File: src/rtl/mult_div_unit_pkg.sv
// rtl/mult_div_unit_pkg.sv - funct codes, op encoding and decode helpers for the multiply/divide unit
package mult_div_unit_pkg;

  localparam int DATA_BUS_W = 32;

  localparam logic [5:0] FUNCT_MULT  = 6'h18;
  localparam logic [5:0] FUNCT_MULTU = 6'h19;
  localparam logic [5:0] FUNCT_DIV   = 6'h1a;
  localparam logic [5:0] FUNCT_DIVU  = 6'h1b;

  typedef enum logic [1:0] {
    OP_MULT  = 2'd0,
    OP_MULTU = 2'd1,
    OP_DIV   = 2'd2,
    OP_DIVU  = 2'd3
  } md_op_e;

  function automatic logic is_md_funct(input logic [5:0] f);
    return (f == FUNCT_MULT) || (f == FUNCT_MULTU) || (f == FUNCT_DIV) || (f == FUNCT_DIVU);
  endfunction

  function automatic md_op_e decode_op(input logic [5:0] f);
    md_op_e op;
    case (f)
      FUNCT_MULT: op = OP_MULT;
      FUNCT_DIV:  op = OP_DIV;
      FUNCT_DIVU: op = OP_DIVU;
      default:    op = OP_MULTU;
    endcase
    return op;
  endfunction

endpackage

File: src/rtl/mult_div_unit_step.sv
// rtl/mult_div_unit_step.sv - one combinational shift-add (multiply) or restore-subtract (divide) step
module md_iter_step #(
  parameter int WIDTH = 32
) (
  input  logic             is_div,
  input  logic [WIDTH-1:0] hi,
  input  logic [WIDTH-1:0] lo,
  input  logic [WIDTH-1:0] operand,
  output logic [WIDTH-1:0] hi_next,
  output logic [WIDTH-1:0] lo_next
);

  logic [WIDTH:0] sum;
  logic [WIDTH:0] rem_shift;
  logic [WIDTH:0] trial;

  always_comb begin
    sum       = {1'b0, hi} + {1'b0, (lo[0] ? operand : {WIDTH{1'b0}})};
    rem_shift = {hi, lo[WIDTH-1]};
    trial     = rem_shift - {1'b0, operand};
    hi_next   = hi;
    lo_next   = lo;
    if (!is_div) begin
      // Multiplier bits are consumed from lo[0] while product bits shift in at the top.
      hi_next = sum[WIDTH:1];
      lo_next = {sum[0], lo[WIDTH-1:1]};
    end else if (!trial[WIDTH]) begin
      hi_next = trial[WIDTH-1:0];
      lo_next = {lo[WIDTH-2:0], 1'b1};
    end else begin
      hi_next = rem_shift[WIDTH-1:0];
      lo_next = {lo[WIDTH-2:0], 1'b0};
    end
  end

endmodule

File: src/rtl/mult_div_unit.sv
// rtl/mult_div_unit.sv - iterative MULT/MULTU/DIV/DIVU responder for the EX stage
module mult_div_unit
  import mult_div_unit_pkg::*;
#(
  parameter int WIDTH = DATA_BUS_W,
  parameter int ITER  = WIDTH
) (
  input  logic                 clk,
  input  logic                 rst,
  input  logic [5:0]           funct,
  input  logic [WIDTH-1:0]     operand_1,
  input  logic [WIDTH-1:0]     operand_2,
  input  logic                 flush,
  input  logic                 stall_in,
  output logic                 mult_div_done,
  output logic [2*WIDTH-1:0]   mult_div_result,
  output logic                 busy
);

  typedef enum logic [1:0] {S_IDLE, S_CALC, S_FIX, S_DONE} state_e;

  localparam int CNT_W = (ITER > 1) ? $clog2(ITER) : 1;
  localparam logic [CNT_W-1:0] CNT_LAST = CNT_W'(ITER - 1);

  state_e           state, next_state;
  md_op_e           op;
  logic             sign_a, sign_b;
  logic [WIDTH-1:0] hi, lo, divisor;
  logic [WIDTH-1:0] hi_next, lo_next;
  logic [CNT_W-1:0] cnt;

  logic             start, signed_op, neg_a, neg_b;
  logic [WIDTH-1:0] abs_a, abs_b;
  logic [2*WIDTH-1:0] fixed_result;

  assign start     = is_md_funct(funct);
  assign signed_op = (funct == FUNCT_MULT) || (funct == FUNCT_DIV);
  assign neg_a     = signed_op && operand_1[WIDTH-1];
  assign neg_b     = signed_op && operand_2[WIDTH-1];
  assign abs_a     = neg_a ? (~operand_1 + WIDTH'(1)) : operand_1;
  assign abs_b     = neg_b ? (~operand_2 + WIDTH'(1)) : operand_2;

  md_iter_step #(.WIDTH(WIDTH)) u_step (
    .is_div  ((op == OP_DIV) || (op == OP_DIVU)),
    .hi      (hi),
    .lo      (lo),
    .operand (divisor),
    .hi_next (hi_next),
    .lo_next (lo_next)
  );

  always_ff @(posedge clk) begin
    if (rst) state <= S_IDLE;
    else     state <= next_state;
  end

  always_comb begin
    next_state = state;
    case (state)
      S_IDLE: if (start) next_state = S_CALC;
      S_CALC: if (cnt == CNT_LAST) next_state = S_FIX;
      S_FIX:  next_state = S_DONE;
      S_DONE: if (!stall_in) next_state = S_IDLE;
      default: next_state = S_IDLE;
    endcase
    if (flush) next_state = S_IDLE;
  end

  // Divide: quotient takes sign(a)^sign(b), remainder takes the dividend's sign.
  always_comb begin
    fixed_result = {hi, lo};
    case (op)
      OP_MULT: if (sign_a ^ sign_b) fixed_result = ~{hi, lo} + (2*WIDTH)'(1);
      OP_DIV: begin
        fixed_result[2*WIDTH-1:WIDTH] = sign_a ? (~hi + WIDTH'(1)) : hi;
        fixed_result[WIDTH-1:0]       = (sign_a ^ sign_b) ? (~lo + WIDTH'(1)) : lo;
      end
      default: fixed_result = {hi, lo};
    endcase
  end

  always_ff @(posedge clk) begin
    if (rst) begin
      op              <= OP_MULT;
      sign_a          <= 1'b0;
      sign_b          <= 1'b0;
      hi              <= '0;
      lo              <= '0;
      divisor         <= '0;
      cnt             <= '0;
      mult_div_result <= '0;
    end else if (!flush) begin
      case (state)
        S_IDLE: if (start) begin
          op      <= decode_op(funct);
          sign_a  <= neg_a;
          sign_b  <= neg_b;
          hi      <= '0;
          lo      <= abs_a;
          divisor <= abs_b;
          cnt     <= '0;
        end
        S_CALC: begin
          hi  <= hi_next;
          lo  <= lo_next;
          cnt <= cnt + CNT_W'(1);
        end
        S_FIX: mult_div_result <= fixed_result;
        default: ;
      endcase
    end
  end

  assign mult_div_done = (state == S_DONE);
  assign busy          = (state == S_CALC) || (state == S_FIX);

endmodule

File: config.mk
export PLATFORM = sky130hd
export DESIGN_NAME = mult_div_unit
export DESIGN_NICKNAME = d
export VERILOG_FILES = /design/src/rtl/mult_div_unit_pkg.sv /design/src/rtl/mult_div_unit_step.sv /design/src/rtl/mult_div_unit.sv
export SDC_FILE = /design/constraint.sdc
export NUM_CORES = 1
export LEC_CHECK = 0
export BUFFER_PORTS_ARGS = -buffer_cell sky130_fd_sc_hd__clkbuf_2
export CORE_MARGIN = 5
export CORE_UTILIZATION = 65
export CTS_CLUSTER_DIAMETER = 60
export DETAILED_ROUTE_END_ITERATION = 12
export PLACE_DENSITY = 0.86
export SKIP_CTS_REPAIR_TIMING = 1
export SLEW_MARGIN = 25
export SYNTH_ARGS = -nofsm -noshare
export SYNTH_HDL_FRONTEND = slang
export SYNTH_HIERARCHICAL = 1
export SYNTH_SLANG_ARGS = --single-unit
File: constraint.sdc
create_clock -name clk -period 5.1 [get_ports clk]
set_clock_uncertainty 0.05 [all_clocks]
set_input_delay 0.255 -clock clk [delete_from_list [all_inputs] [get_ports clk]]
set_output_delay 0.255 -clock clk [all_outputs]
set_load 0.1 [all_outputs]
==> impl_metrics.yaml <==
power_and_ir_drop:
  power_density_nw_per_um2: 205.0
  vdd.ir_drop.worst_uv: 196.6
  p_leak_nw: 6.230
  power_mw: 3.203
logic_synthesis:
  async_reset_ff_frac: 0
  synth_area_um2: 14350
  synth_top_family_by_area: "compound AO/OA/AOI/OAI gates"
  ys_warn_count: 6
  muxShareOfSynthArea: 0.04394
  synth_area_leaders: "dfxtp_1, a21oi_1, ha_1, xnor2_1, nand2_1"
  synth_top_area_frac: 0.2385
  netlist_instances: 1925
  synth_fp_nets: 2075
  yosys.area.top_type: "dfxtp_1"
  yosys.area_share.xor_xnor: 0.08552
  ys_types: 89
  ys.flop_type: "dfxtp_1"
  synth-compound-area-share: 0.2575
  yosysSeqAreaShare: 0.2385
  syn_area_per_cell_um2: 7.456
  synth-edff-count: 0
  synth-simple-area-share: 0.2493
  synth-seq-cells: 171
  synth_fa_ha_area_frac: 0.06730
clock_network:
  h-tree-depth: 4
  insertion_delay_ns: 0.45
  tritoncts: "built"
  clock_sinks: 171
  tritoncts.num_buffers: 17
  ctsLongestPathBuffers: 2
  clkTransAtPathRegs_ns: 0.08
  root_buffer: "clkbuf_16"
timing:
  worst_pin_slew_ns: 1.005
  rsz0062_at_grt: "no"
  fin_crit_ns: 4.111
  max_freq_ghz: 0.2432
  final_hold_viol_count: 0
  relSlewSlack: 0.3301
  min_period_over_period: 0.8061
  finalSetupTns_ns: 0
  setup_violations: 0
  drv_slew: 0
  setup_ws_ns: 0.9888
floorplan:
  die_x_um: 158.6
  die_area_um2: 25150
  core-area_um2: 21760
  rows: 54
  chipHeight_um: 158.6
  pin_count: 140
  start_util: 0.6597
finish:
  syn_to_final_growth_pct: 8.822
  mostFrequentLayoutCell: "a21oi_1"
  nFillCells: 1848
  diodes: 0
  drive_gt1_frac: 0.1373
  layout.nets: 2125
  final_cell_mix: "a21oi_1, dfxtp_1, nand2_1"
  regArea_um2: 3427
  multi_input_area_um2: 10120
grt:
  grt_overflow: 0
  grt_antenna_before_repair: 0
  grt_use_total: 0.3565
  grt_pass1_wl_um: 72840
  grt_pass1_vias: 14096
  grt_max_degree: 77
drt:
  wl_um: 45560
  ant_nets: 0
  first_pass_iters: 6
  drc: 0
  wire_per_inst_um: 20.09
  first_iter_violations: 1679
  vias: 15186
  via_per_inst: 6.696
critical_path:
  reg2reg_to: "hi[28]$_SDFFE_PP0P_"
  start_kind: "flop"
  cp.arrival_ns: 4.44
  cp-end-kind: "flop"
  critical_path.startpoint: "lo[0]$_SDFFE_PP0P_"
  reg2regPathDepth: 13
  crit_type: "flop to flop"
  crit_fanout: 17
  worstPathRequired_ns: 5.42
  r2r_slack_ns: 0.99
  r2r_start: "lo[0]$_SDFFE_PP0P_"
place:
  gp_congestion: 1.031
  hpwl_um: 33180
  dp_slack_ns: 1.192
  portBuffers: 139
outcome:
  outcome: "complete, no violations"
flow_run:
  drv_cap: 0
min_path:
  hold_path_startpoint: "operand_1[13]"
  min_path_type: "input port to flop"
  min_to: "lo[13]$_SDFFE_PP0P_"
  min_path_cells: 3
[kinds of logic after synthesis]
group | Yosys count
AOI/OAI and AO/OA | 581
muxes | 58
DFF | 171
adders and majority gates | 76
xor gates and xnor gates | 138
and+or+nand+nor | 702
buffers and inverters | 199
[synthesized netlist by cell type (12+ instances only)]
cell type,count
o21a_1,14
nor2_1,153
a211oi_1,49
o31ai_1,21
o221ai_1,13
inv_1,69
nor4_1,26
xor2_1,61
nand3_1,102
dfxtp_1,171
mux2i_1,24
mux2_2,32
nand2_1,167
or4_1,35
o21ai_0,103
nor2b_1,14
xnor2_1,76
and3_1,24
a21o_1,28
nor3_1,43
a21oi_1,201
a31oi_1,33
nand2b_1,13
ha_1,74
clkbuf_1,105
and2_1,37
o211ai_1,14
nand4_1,28
buf_2,12
[critical path, stage by stage (launching register included)]
cell      delay, ns
dfxtp_1        0.67
and2_1         0.24
ha_1           0.24
o21ai_0        0.12
nor2_1         0.22
o211ai_1       0.26
o21a_1         0.27
o21ai_1        0.40
a211oi_2       0.20
o41ai_1        0.43
mux2_2         0.40
a311oi_2       0.24
nand3_1        0.11
a21oi_1        0.17
[stage by stage]
stage / instances / instance area, um2 / hold WS, ns / utilization
after floorplan: 1925 / 14350 / 0.3410 / -
after global placement: 2235 / 15020 / 0.3921 / 0.6906
after CTS: 2267 / 15610 / -0.03217 / 0.7174
after global routing: 2268 / 15620 / 0.08964 / 0.7179
after detailed placement: 2235 / 15020 / 0.3974 / 0.6906
final: 2268 / 15620 / 0.05703 / 0.7179
[routing by layer]
metal	wire [um]	vias up	share of wire	track usage
met4	1684	0	0.037	0.1474
li1	-	7184	-	-
met3	4794	127	0.11	0.07203
met5	0	-	0	0
met2	19940	902	0.44	0.5440
met1	19140	6973	0.42	0.4923
[cell type report]
type                            instances  area share
Tap cell                              280     0.02243
Clock inverter                         14    0.009213
Multi-Input combinational cell       1555      0.6480
Clock buffer                           18     0.02812
Sequential cell                       171      0.2194
Inverter                               69     0.01658
Timing Repair Buffer                  161     0.05624
[flip-flops by register name, summed over array words and instances (netlist names)]
register	cells
sign_a	1
lo	32
cnt	5
divisor	32
mult_div_result	64
hi	32
op	2
state	2
sign_b	1
[worst max-delay path by stage]
stage                                endpoint  cells past startpoint
after global routing      hi[28]$_SDFFE_PP0P_                     13
after CTS                 hi[28]$_SDFFE_PP0P_                     13
final                     hi[28]$_SDFFE_PP0P_                     13
after global placement    hi[28]$_SDFFE_PP0P_                     13
after floorplan           hi[29]$_SDFFE_PP0P_                     15
after detailed placement  hi[28]$_SDFFE_PP0P_                     13
[report_power, final]
group | internal (mW) | switching, mW
Sequential | 1.34 | 0.0197
Clock | 0.668 | 0.656
Combinational | 0.197 | 0.318
Power figures use the tool's default switching activity.
